**src/rtl/ram_pkg.sv**
```systemverilog
// Shared state encoding and sizing constants for the synchronous data RAM.
package ram_pkg;

    typedef enum logic [1:0] {
        ST_CLEAR,
        ST_IDLE,
        ST_WAIT,
        ST_RESP
    } state_t;

    localparam int CNT_W = 4;

    function automatic int be_width(input int data_w);
        return data_w / 8;
    endfunction

endpackage

```
**src/rtl/ram_array.sv**
```systemverilog
// Storage array: one clocked port with byte-lane writes and a registered read word.
module ram_array
    import ram_pkg::*;
#(
    parameter int DATA_W = 32,
    parameter int ADDR_W = 7,
    parameter int DEPTH  = 128,
    parameter int BE_W   = be_width(DATA_W)
) (
    input  logic              clk,
    input  logic              en,
    input  logic              we,
    input  logic [BE_W-1:0]   be,
    input  logic [ADDR_W-1:0] addr,
    input  logic [DATA_W-1:0] wdata,
    output logic [DATA_W-1:0] rdata
);

    logic [DATA_W-1:0] mem [0:DEPTH-1];
    logic [DATA_W-1:0] merged;

    always_comb begin
        merged = mem[addr];
        for (int i = 0; i < BE_W; i++) begin
            if (be[i]) begin
                merged[8*i +: 8] = wdata[8*i +: 8];
            end
        end
    end

    // A write returns the merged word it stores, so the response reflects the new contents.
    always_ff @(posedge clk) begin
        if (en) begin
            if (we) begin
                mem[addr] <= merged;
            end
            rdata <= we ? merged : mem[addr];
        end
    end

endmodule

```
**src/rtl/ram_sync.sv**
```systemverilog
// Synchronous single-port data RAM with valid/ready handshake and programmable wait states.
// Define RAM_ZERO_INIT_EN to sweep the array to zero after every reset before accepting requests.
module ram_sync
    import ram_pkg::*;
#(
    parameter int DATA_W      = 32,
    parameter int ADDR_W      = 7,
    parameter int DEPTH       = 128,
    parameter int WAIT_CYCLES = 0
) (
    input  logic                  clk,
    input  logic                  rst_n,
    input  logic                  req_valid,
    output logic                  req_ready,
    input  logic                  req_we,
    input  logic [ADDR_W-1:0]     req_addr,
    input  logic [DATA_W-1:0]     req_wdata,
    input  logic [DATA_W/8-1:0]   req_be,
    output logic                  rsp_valid,
    input  logic                  rsp_ready,
    output logic [DATA_W-1:0]     rsp_rdata
);

    localparam int               BE_W      = be_width(DATA_W);
    localparam logic [CNT_W-1:0] WAIT_INIT = CNT_W'(WAIT_CYCLES);
`ifdef RAM_ZERO_INIT_EN
    localparam state_t           RST_ST    = ST_CLEAR;
    localparam logic [ADDR_W-1:0] LAST_ADDR = ADDR_W'(DEPTH - 1);
`else
    localparam state_t           RST_ST    = ST_IDLE;
`endif

    state_t            state, state_nx;
    logic              live;
    logic [CNT_W-1:0]  cnt;
    logic              oor;
    logic              accept, access;

    logic              lat_we;
    logic [ADDR_W-1:0] lat_addr;
    logic [DATA_W-1:0] lat_wdata;
    logic [BE_W-1:0]   lat_be;

    logic              acc_we;
    logic [ADDR_W-1:0] acc_addr;
    logic [DATA_W-1:0] acc_wdata;
    logic [BE_W-1:0]   acc_be;
    logic              in_range;

    logic              mem_en, mem_we;
    logic [BE_W-1:0]   mem_be;
    logic [ADDR_W-1:0] mem_addr;
    logic [DATA_W-1:0] mem_wdata, mem_rdata;

`ifdef RAM_ZERO_INIT_EN
    logic [ADDR_W-1:0] sweep;
`endif

    // live is a registered copy of rst_n so req_ready stays low through reset without an input path.
    assign req_ready = live && (state == ST_IDLE);
    assign rsp_valid = (state == ST_RESP);
    assign rsp_rdata = (state == ST_RESP && !oor) ? mem_rdata : '0;

    always_ff @(posedge clk) begin
        if (!rst_n) begin
            state <= RST_ST;
        end else begin
            state <= state_nx;
        end
    end

    always_comb begin
        state_nx = state;
        accept   = 1'b0;
        access   = 1'b0;
        unique case (state)
            ST_IDLE: begin
                if (req_valid && req_ready) begin
                    accept = 1'b1;
                    if (WAIT_CYCLES == 0) begin
                        access   = 1'b1;
                        state_nx = ST_RESP;
                    end else begin
                        state_nx = ST_WAIT;
                    end
                end
            end
            ST_WAIT: begin
                if (cnt == CNT_W'(1)) begin
                    access   = 1'b1;
                    state_nx = ST_RESP;
                end
            end
            ST_RESP: begin
                if (rsp_ready) begin
                    state_nx = ST_IDLE;
                end
            end
            ST_CLEAR: begin
`ifdef RAM_ZERO_INIT_EN
                if (sweep == LAST_ADDR) begin
                    state_nx = ST_IDLE;
                end
`else
                state_nx = ST_IDLE;
`endif
            end
            default: state_nx = RST_ST;
        endcase
    end

    // With no wait states the access happens on the accept edge, straight from the request bus.
    always_comb begin
        if (state == ST_IDLE) begin
            acc_we    = req_we;
            acc_addr  = req_addr;
            acc_wdata = req_wdata;
            acc_be    = req_be;
        end else begin
            acc_we    = lat_we;
            acc_addr  = lat_addr;
            acc_wdata = lat_wdata;
            acc_be    = lat_be;
        end
    end

    assign in_range = 32'(acc_addr) < 32'(DEPTH);

    // rst_n gates the enable so a commit edge that coincides with reset never writes.
    always_comb begin
        mem_en    = rst_n && access && in_range;
        mem_we    = acc_we;
        mem_be    = acc_be;
        mem_addr  = acc_addr;
        mem_wdata = acc_wdata;
`ifdef RAM_ZERO_INIT_EN
        if (state == ST_CLEAR) begin
            mem_en    = rst_n;
            mem_we    = 1'b1;
            mem_be    = '1;
            mem_addr  = sweep;
            mem_wdata = '0;
        end
`endif
    end

    always_ff @(posedge clk) begin
        if (!rst_n) begin
            live <= 1'b0;
            cnt  <= '0;
            oor  <= 1'b0;
        end else begin
            live <= 1'b1;
            if (accept) begin
                cnt <= WAIT_INIT;
            end else if (state == ST_WAIT) begin
                cnt <= cnt - CNT_W'(1);
            end
            if (access) begin
                oor <= !in_range;
            end
        end
    end

    always_ff @(posedge clk) begin
        if (accept) begin
            lat_we    <= req_we;
            lat_addr  <= req_addr;
            lat_wdata <= req_wdata;
            lat_be    <= req_be;
        end
    end

`ifdef RAM_ZERO_INIT_EN
    always_ff @(posedge clk) begin
        if (!rst_n) begin
            sweep <= '0;
        end else if (state == ST_CLEAR) begin
            sweep <= sweep + ADDR_W'(1);
        end
    end
`endif

    ram_array #(
        .DATA_W (DATA_W),
        .ADDR_W (ADDR_W),
        .DEPTH  (DEPTH),
        .BE_W   (BE_W)
    ) u_array (
        .clk   (clk),
        .en    (mem_en),
        .we    (mem_we),
        .be    (mem_be),
        .addr  (mem_addr),
        .wdata (mem_wdata),
        .rdata (mem_rdata)
    );

endmodule

```
**config.mk**
```make
export PLATFORM = sky130hd
export DESIGN_NAME = ram_sync
export DESIGN_NICKNAME = d
export VERILOG_FILES = /design/src/rtl/ram_pkg.sv /design/src/rtl/ram_array.sv /design/src/rtl/ram_sync.sv
export SDC_FILE = /design/constraint.sdc
export NUM_CORES = 2
export LEC_CHECK = 0
export CAP_MARGIN = 5
export CORE_UTILIZATION = 44
export CTS_CLUSTER_DIAMETER = 100
export DETAILED_ROUTE_END_ITERATION = 12
export DONT_BUFFER_PORTS = 1
export PLACE_DENSITY = 0.67
export SLEW_MARGIN = 30
export SYNTH_ARGS = -nofsm -noshare
export SYNTH_HDL_FRONTEND = slang
export SYNTH_SLANG_ARGS = --single-unit
```
**constraint.sdc**
```tcl
create_clock -name clk -period 10.6 [get_ports clk]
set_input_delay 1.59 -clock clk [delete_from_list [all_inputs] [get_ports clk]]
set_output_delay 1.59 -clock clk [all_outputs]
set_load 0.02 [all_outputs]
```
# After elaboration in Yosys (flattened, before gate mapping)
# Memories as Yosys holds them, arrays and structs flattened.
# Cells that the tools add are included.
dict set report totals {
  regBits 83
  mem_bits_rw 4096
  memories 1
  mem_bits_ro 0
  latchBits 0
}
# memory depth width rd rd_clocked_by_memory_dff write_ports line
set memory_table {}
lappend memory_table {u_array.mem 128 32 1 0 1 ram_array.sv:19} ;# logic [DATA_W-1:0] mem [0:DEPTH-1];
dict set report op_classes {
  multipliers 0
  div 0
  eq_ne 7
  reduce_logical 6
  n_addsub 1
  bitwise_logic 1
  n_lt_le_gt_ge 0
  n_mux 22
  shift 0
}
# operator count
set ops {}
lappend ops {{32-bit two-way mux} 3}
lappend ops {{8-bit two-way mux} 4}
lappend ops {{1-bit two-way mux} 8}
lappend ops {{2-bit one-hot mux with 4 select lines} 1}
lappend ops {{7-bit two-way mux} 1}
lappend ops {{2-bit two-way mux} 3}
lappend ops {{2-bit equality test, second input constant} 2}
lappend ops {{4-bit by 1-bit equality test with 1-bit output, second input constant} 1}
lappend ops {{4-bit two-way mux} 1}
lappend ops {{2-bit by 1-bit inequality test with 1-bit output, second input constant} 2}
lappend ops {{4-bit by 1-bit subtractor with 4-bit output, second input constant} 1}
lappend ops {{1-bit logical AND} 3}
lappend ops {{3-bit AND reduction} 1}
lappend ops {{2-bit by 1-bit equality test with 1-bit output, second input constant} 1}
lappend ops {{2-bit zero test} 1}
lappend ops {{2-bit inequality test, second input constant} 1}
lappend ops {{1-bit one-hot mux with 2 select lines} 1}
lappend ops {{2-bit OR reduction} 1}
lappend ops {{1-bit inverter} 1}

# Longest topological paths before layout
dict set report depth {
  depth_word 8
  ltp_mapped 12
  mapped_depth_nobuf 7
}

# Cells and area by module
# From an unflattened synthesis, not the netlist that was laid out.
dict set report unflattened {
  hier_cells 9562
  hier_area_um2 162801.1
}
# mod cells_per_inst area_each_um2 instances
set by_module_without_submodules {}
lappend by_module_without_submodules {ram_array 9426 160625.3 1}
lappend by_module_without_submodules {ram_sync 136 2175.8 1}

# Least setup slack after synthesis
# Ideal clock, no wire load.
dict set report synth_timing {
  kind {input to register}
  start {input req_addr[1]}
  end {memory u_array.mem[0][0], data pin}
  slack_ps 2753
  t_arrival_ps 6925
  setup_time_ps 921
  n_path_buf 4
  path_stages 11
  required_time_ps 9679
  path_cell_list {or2_2 > buf_4 > o32ai_1 > buf_2 > buf_4 > buf_2 > a22oi_1 > a41oi_1 > o41ai_1 > and4_1 > mux2i_1}
}
dict set report synth_via {
  elab_chain_cells 3
}
# item line
set synth_rtl {}
lappend synth_rtl {{start: declaration} ram_sync.sv:16} ;# input logic [ADDR_W-1:0] req_addr,
lappend synth_rtl {{7-bit two-way mux} ram_sync.sv:114} ;# if (state == ST_IDLE) begin
lappend synth_rtl {{memory read 128 x 32 bit} --}
lappend synth_rtl {{8-bit two-way mux} ram_array.sv:25} ;# if (be[i]) begin
lappend synth_rtl {{via u_array.merged[0]} ram_array.sv:20} ;# logic [DATA_W-1:0] merged;
lappend synth_rtl {{end: declaration} ram_array.sv:19}
# The timed path passes the listed nets, and every way through them passes these cells.

# Final worst setup path
dict set report layout_timing {
  start {register state[1]}
  end {memory u_array.mem[86][16], data pin}
}
dict set report layout_via {
  elab_chain_cells 4
}
# item line
set layout_rtl {}
lappend layout_rtl {{start: declaration} ram_sync.sv:33} ;# state_t state, state_nx;
lappend layout_rtl {{start signal: assignment} ram_sync.sv:68} ;# state <= state_nx;
lappend layout_rtl {{2-bit by 1-bit equality test with 1-bit output (*)} ram_sync.sv:114}
lappend layout_rtl {{7-bit two-way mux} ram_sync.sv:114}
lappend layout_rtl {{memory read 128 x 32 bit} --}
lappend layout_rtl {{8-bit two-way mux (*)} ram_array.sv:25}
lappend layout_rtl {{via u_array.merged[16]} ram_array.sv:20}
# Mark *: on every way through the listed nets, which the timed path passes. The rest lies on a longest branch.

==> summary.md <==
| Metric | Value |
|---|---|
| H-tree depth | `5` |
| Register area | `125300 sq um` |
| RePlAce Congestion | `0.8315` |
| Max Cap Violations | `0` |
| Chip width | `588.6 microns` |
| Post-CTS Hold Fix Bufs | `0` |
| Worst setup EP type | `register` |
| Antenna violations before repair | `36` |
| Reg clk slew, reported paths | `0.06 ns` |
| CTS Root Buffer Type | `clkbuf_16` |
| Setup repair bufs after CTS | `0` |
| Ys flop type | `edfxtp_1` |
| Longest Clk Path Bufs | `4` |
| Status | `completed` |
| Int Power | `0.02755 W` |
| Tcrit/Tclk final | `60.32%` |
| Largest net degree at the start of global routing | `129` |
| Routed vias/inst | `6.804` |
| PD cells | `204.7 nW/um^2` |
| Synth Instances | `7798` |
| Slew HR | `15.91%` |
| Worst EP required | `11.28 ns` |
| Most area-consuming cells after synthesis | `edfxtp_1, a22oi_1, a41oi_1` |
| RSZ-0062 raised after global routing | `false` |
| CP peak stage delay | `0.92 ns` |
| Global-route wire length before repair | `653300 microns` |
| Clk network pwr share | `40.3%` |
| Register bit count reported by yosys | `4174` |
| Min cycle time layout | `6.394 ns` |
| Avg Cell Area, Syn | `19.41 sq um` |
| Vias in the first global route | `84740` |
| Layout area overhead | `14.59%` |
| CTS tree | `built` |
| Port buffer count | `0` |
| Fillers | `26660` |
| Slowest CP cell | `o32ai_4` |
| Core footprint | `342700 sq um` |
| Post-Synthesis Net Count | `7846` |
| CP Cell Sequence | `nand2_1 > o32ai_4 > buf_12 > buf_12 > a22oi_1 > a41oi_1 > o41ai_2 > buf_4 > and4_1 > mux2i_4 > buf_4 > buf_4` |
| Ports | `82` |
| Clock sink count | `4174` |
| CTS buffer count | `415` |
| Max Clk Rate | `156.4 MHz` |
| Hold Crit Class | `in2reg` |
| TNS Setup | `0 ns` |
| Final wirelength | `479300 microns` |
| DR vias | `88350` |
| Die height | `588.6 microns` |
| Final Max Slew Viols | `0` |
| Hold Startpoint | `rst_n` |
| Routed len/inst | `36.91 microns` |
| Number of flops mapped to enable cells by yosys | `4172` |
| Sequential share of power | `53.2%` |
| Worst Max-Slew Pin Slew | `1.248 ns` |
| Initial Utilization | `44.17%` |
| Switching power total | `0.007958 W` |
| Top cell by count, worst path | `buf_4` |
| Yosys warns | `0` |
| DRC | `0` |
| Nets@finish | `8110` |
| FF-to-FF Start | `state[1]` |
| Asr flop ratio synth | `0%` |
| Post-Place Cells | `12200` |
| Global route overflow | `0` |
| Final ANT Viol Nets | `0` |
| WP data arrival | `7.07 ns` |
| Combinational share of power | `6.6%` |
| Yosys top cell area share | `82.75%` |
| Post-DP HPWL | `232200 microns` |
| GRT Total Usage | `26.76%` |
| Post-Layout Cell Count | `12990` |
| Post_cts resized | `0` |
| Detailed Routing Iterations Pass 1 | `6` |
| Worst setup startpoint | `state[1]` |
| Clock skew | `0.04893 ns` |
| Area of the multi-input gates | `25900 sq um` |
| Final hold vios | `0` |
| Row Count | `215` |
| Unique masters post-synth | `41` |
| Seq/Total Area, Yosys | `82.78%` |
| Setup CP Type | `reg2reg` |
| Peak VDD IR | `0.0001481 V` |
| Type of origin of the critical path | `register` |
| Die area | `346400 sq um` |
| Layout cells sized above 1 | `14.70%` |
| Synthesized area | `151400 sq um` |
| Clk_lat worst skew | `1.01 ns` |
| Final setup violation count | `0` |
| Critical path peak fanout | `70` |
| Sw Ratio | `22.41%` |
| Leakage | `50.46 nW` |
| Yosys top cell by area | `edfxtp_1` |
| 1st-iter DRT viols | `15950` |
==> cells in the final DEF, fill, tap and decap left out, types with 5 or more instances in the layout <==
cell        count
nor2_4        125
clkbuf_1       75
a22oi_1      2004
buf_12         34
edfxtp_1     4172
nand2_1        22
clkinv_1       98
diode_2        32
clkinv_2       86
a41oi_1       502
inv_1           7
and2_1         32
mux2i_4        37
o22ai_1        17
nand2_2         8
mux2i_2         6
inv_6           5
bufinv_16      40
clkbuf_16     421
o21ai_0         8
and4_1         31
buf_4         343
o41ai_4         7
nand2b_1        8
mux2i_1        95
o41ai_2        56
o41ai_1        61
clkinvlp_4     15
o32ai_4         6
clkinv_4        7
nor2_1          6
==> synth_stat cells (all sizes together), types with 2 or more instances <==
master,count
edfxtp,4172
a22oi,2005
a41oi,502
buf,276
clkbuf,263
mux2i,138
nor2,131
o41ai,124
and2,33
and4,31
nand2,30
o22ai,21
nor2b,9
o21ai,9
nand2b,8
inv,7
o32ai,7
a2bb2oi,6
a222oi,4
a31oi,4
o22a,3
dfxtp,2
or2,2
==> path summary, 6_finish.rpt <==
check / end / slack, ns / cells past startpoint
max: u_array.mem[86][16] / 4.21 / 12
min: live / 0.61 / 0
max reg2reg: u_array.mem[86][16] / 4.21 / 12
min reg2reg: u_array.rdata[19] / 0.72 / 2
==> layer usage <==
metal	GRT usage [%]	up-vias	routed length, microns
met5	0	-	60
met4	15.36	8	29820
met3	6.759	1406	68470
met2	40.72	7623	215900
met1	35.13	44910	165100
li1	-	34410	-
==> worst max-delay path: cells and delay by family, from the launching register on <==
family                 cells  cell delay, ns
muxes                      1            0.14
AOI/OAI and AO/OA          4            1.61
buffers and inverters      5            2.28
DFF                        1            0.81
and+or+nand+nor            2            0.72
==> sequential cells by signal, summed over array words and instances (netlist names) <==
signal         count
state              1
lat_we             1
lat_be             4
u_array.mem     4096
u_array.rdata     32
lat_wdata         32
live               1
lat_addr           7
==> through the flow <==
stage	total power, W	setup WS (ns)	hold WS, ns	area [sq um]	util, %
final	0.03551	4.206	0.6065	173500	50.62
after global routing	0.03621	4.189	0.5819	173400	50.61
after CTS	0.03546	4.408	0.5740	173300	50.57
after floorplan	0.02051	2.753	0.6037	151400	-
after detailed placement	0.02148	4.011	0.7032	160200	46.75
after global placement	0.02138	3.686	0.6909	159900	46.67
==> final cells by class <==
| class | count | area share, % |
|---|---|---|
| diodes | 32 | 0.04616 |
| clock buffers | 496 | 6.235 |
| clock inverters | 255 | 1.320 |
| inverters | 7 | 0.01515 |
| multi-input cells | 3078 | 14.93 |
| flip-flops and latches | 4174 | 72.24 |
| well taps | 4557 | 3.287 |
| repair buffers | 386 | 1.931 |
==> logic make-up (layout without fill, tap and decap cells) <==
group / count (synthesis) / in the layout / share of synthesized area [%]
other: 0 / 32 / 0
AND/OR/NAND/NOR: 247 / 247 / 0.8083
flip-flops: 4174 / 4174 / 82.78
buffers and inverters: 546 / 1144 / 1.572
multiplexers: 138 / 138 / 0.9124
AO/OA/AOI/OAI: 2693 / 2693 / 13.93
==> power by group through the flow <==
stage	clock network [W]	logic, W	registers, W
final	0.0143	0.00233	0.0189
after global routing	0.0149	0.00240	0.0189
after CTS	0.0143	0.00226	0.0189
after detailed placement	0	0.00226	0.0192
after global placement	0	0.00216	0.0192
after floorplan	0	0.00111	0.0194
(Power assumes the default switching activity.)
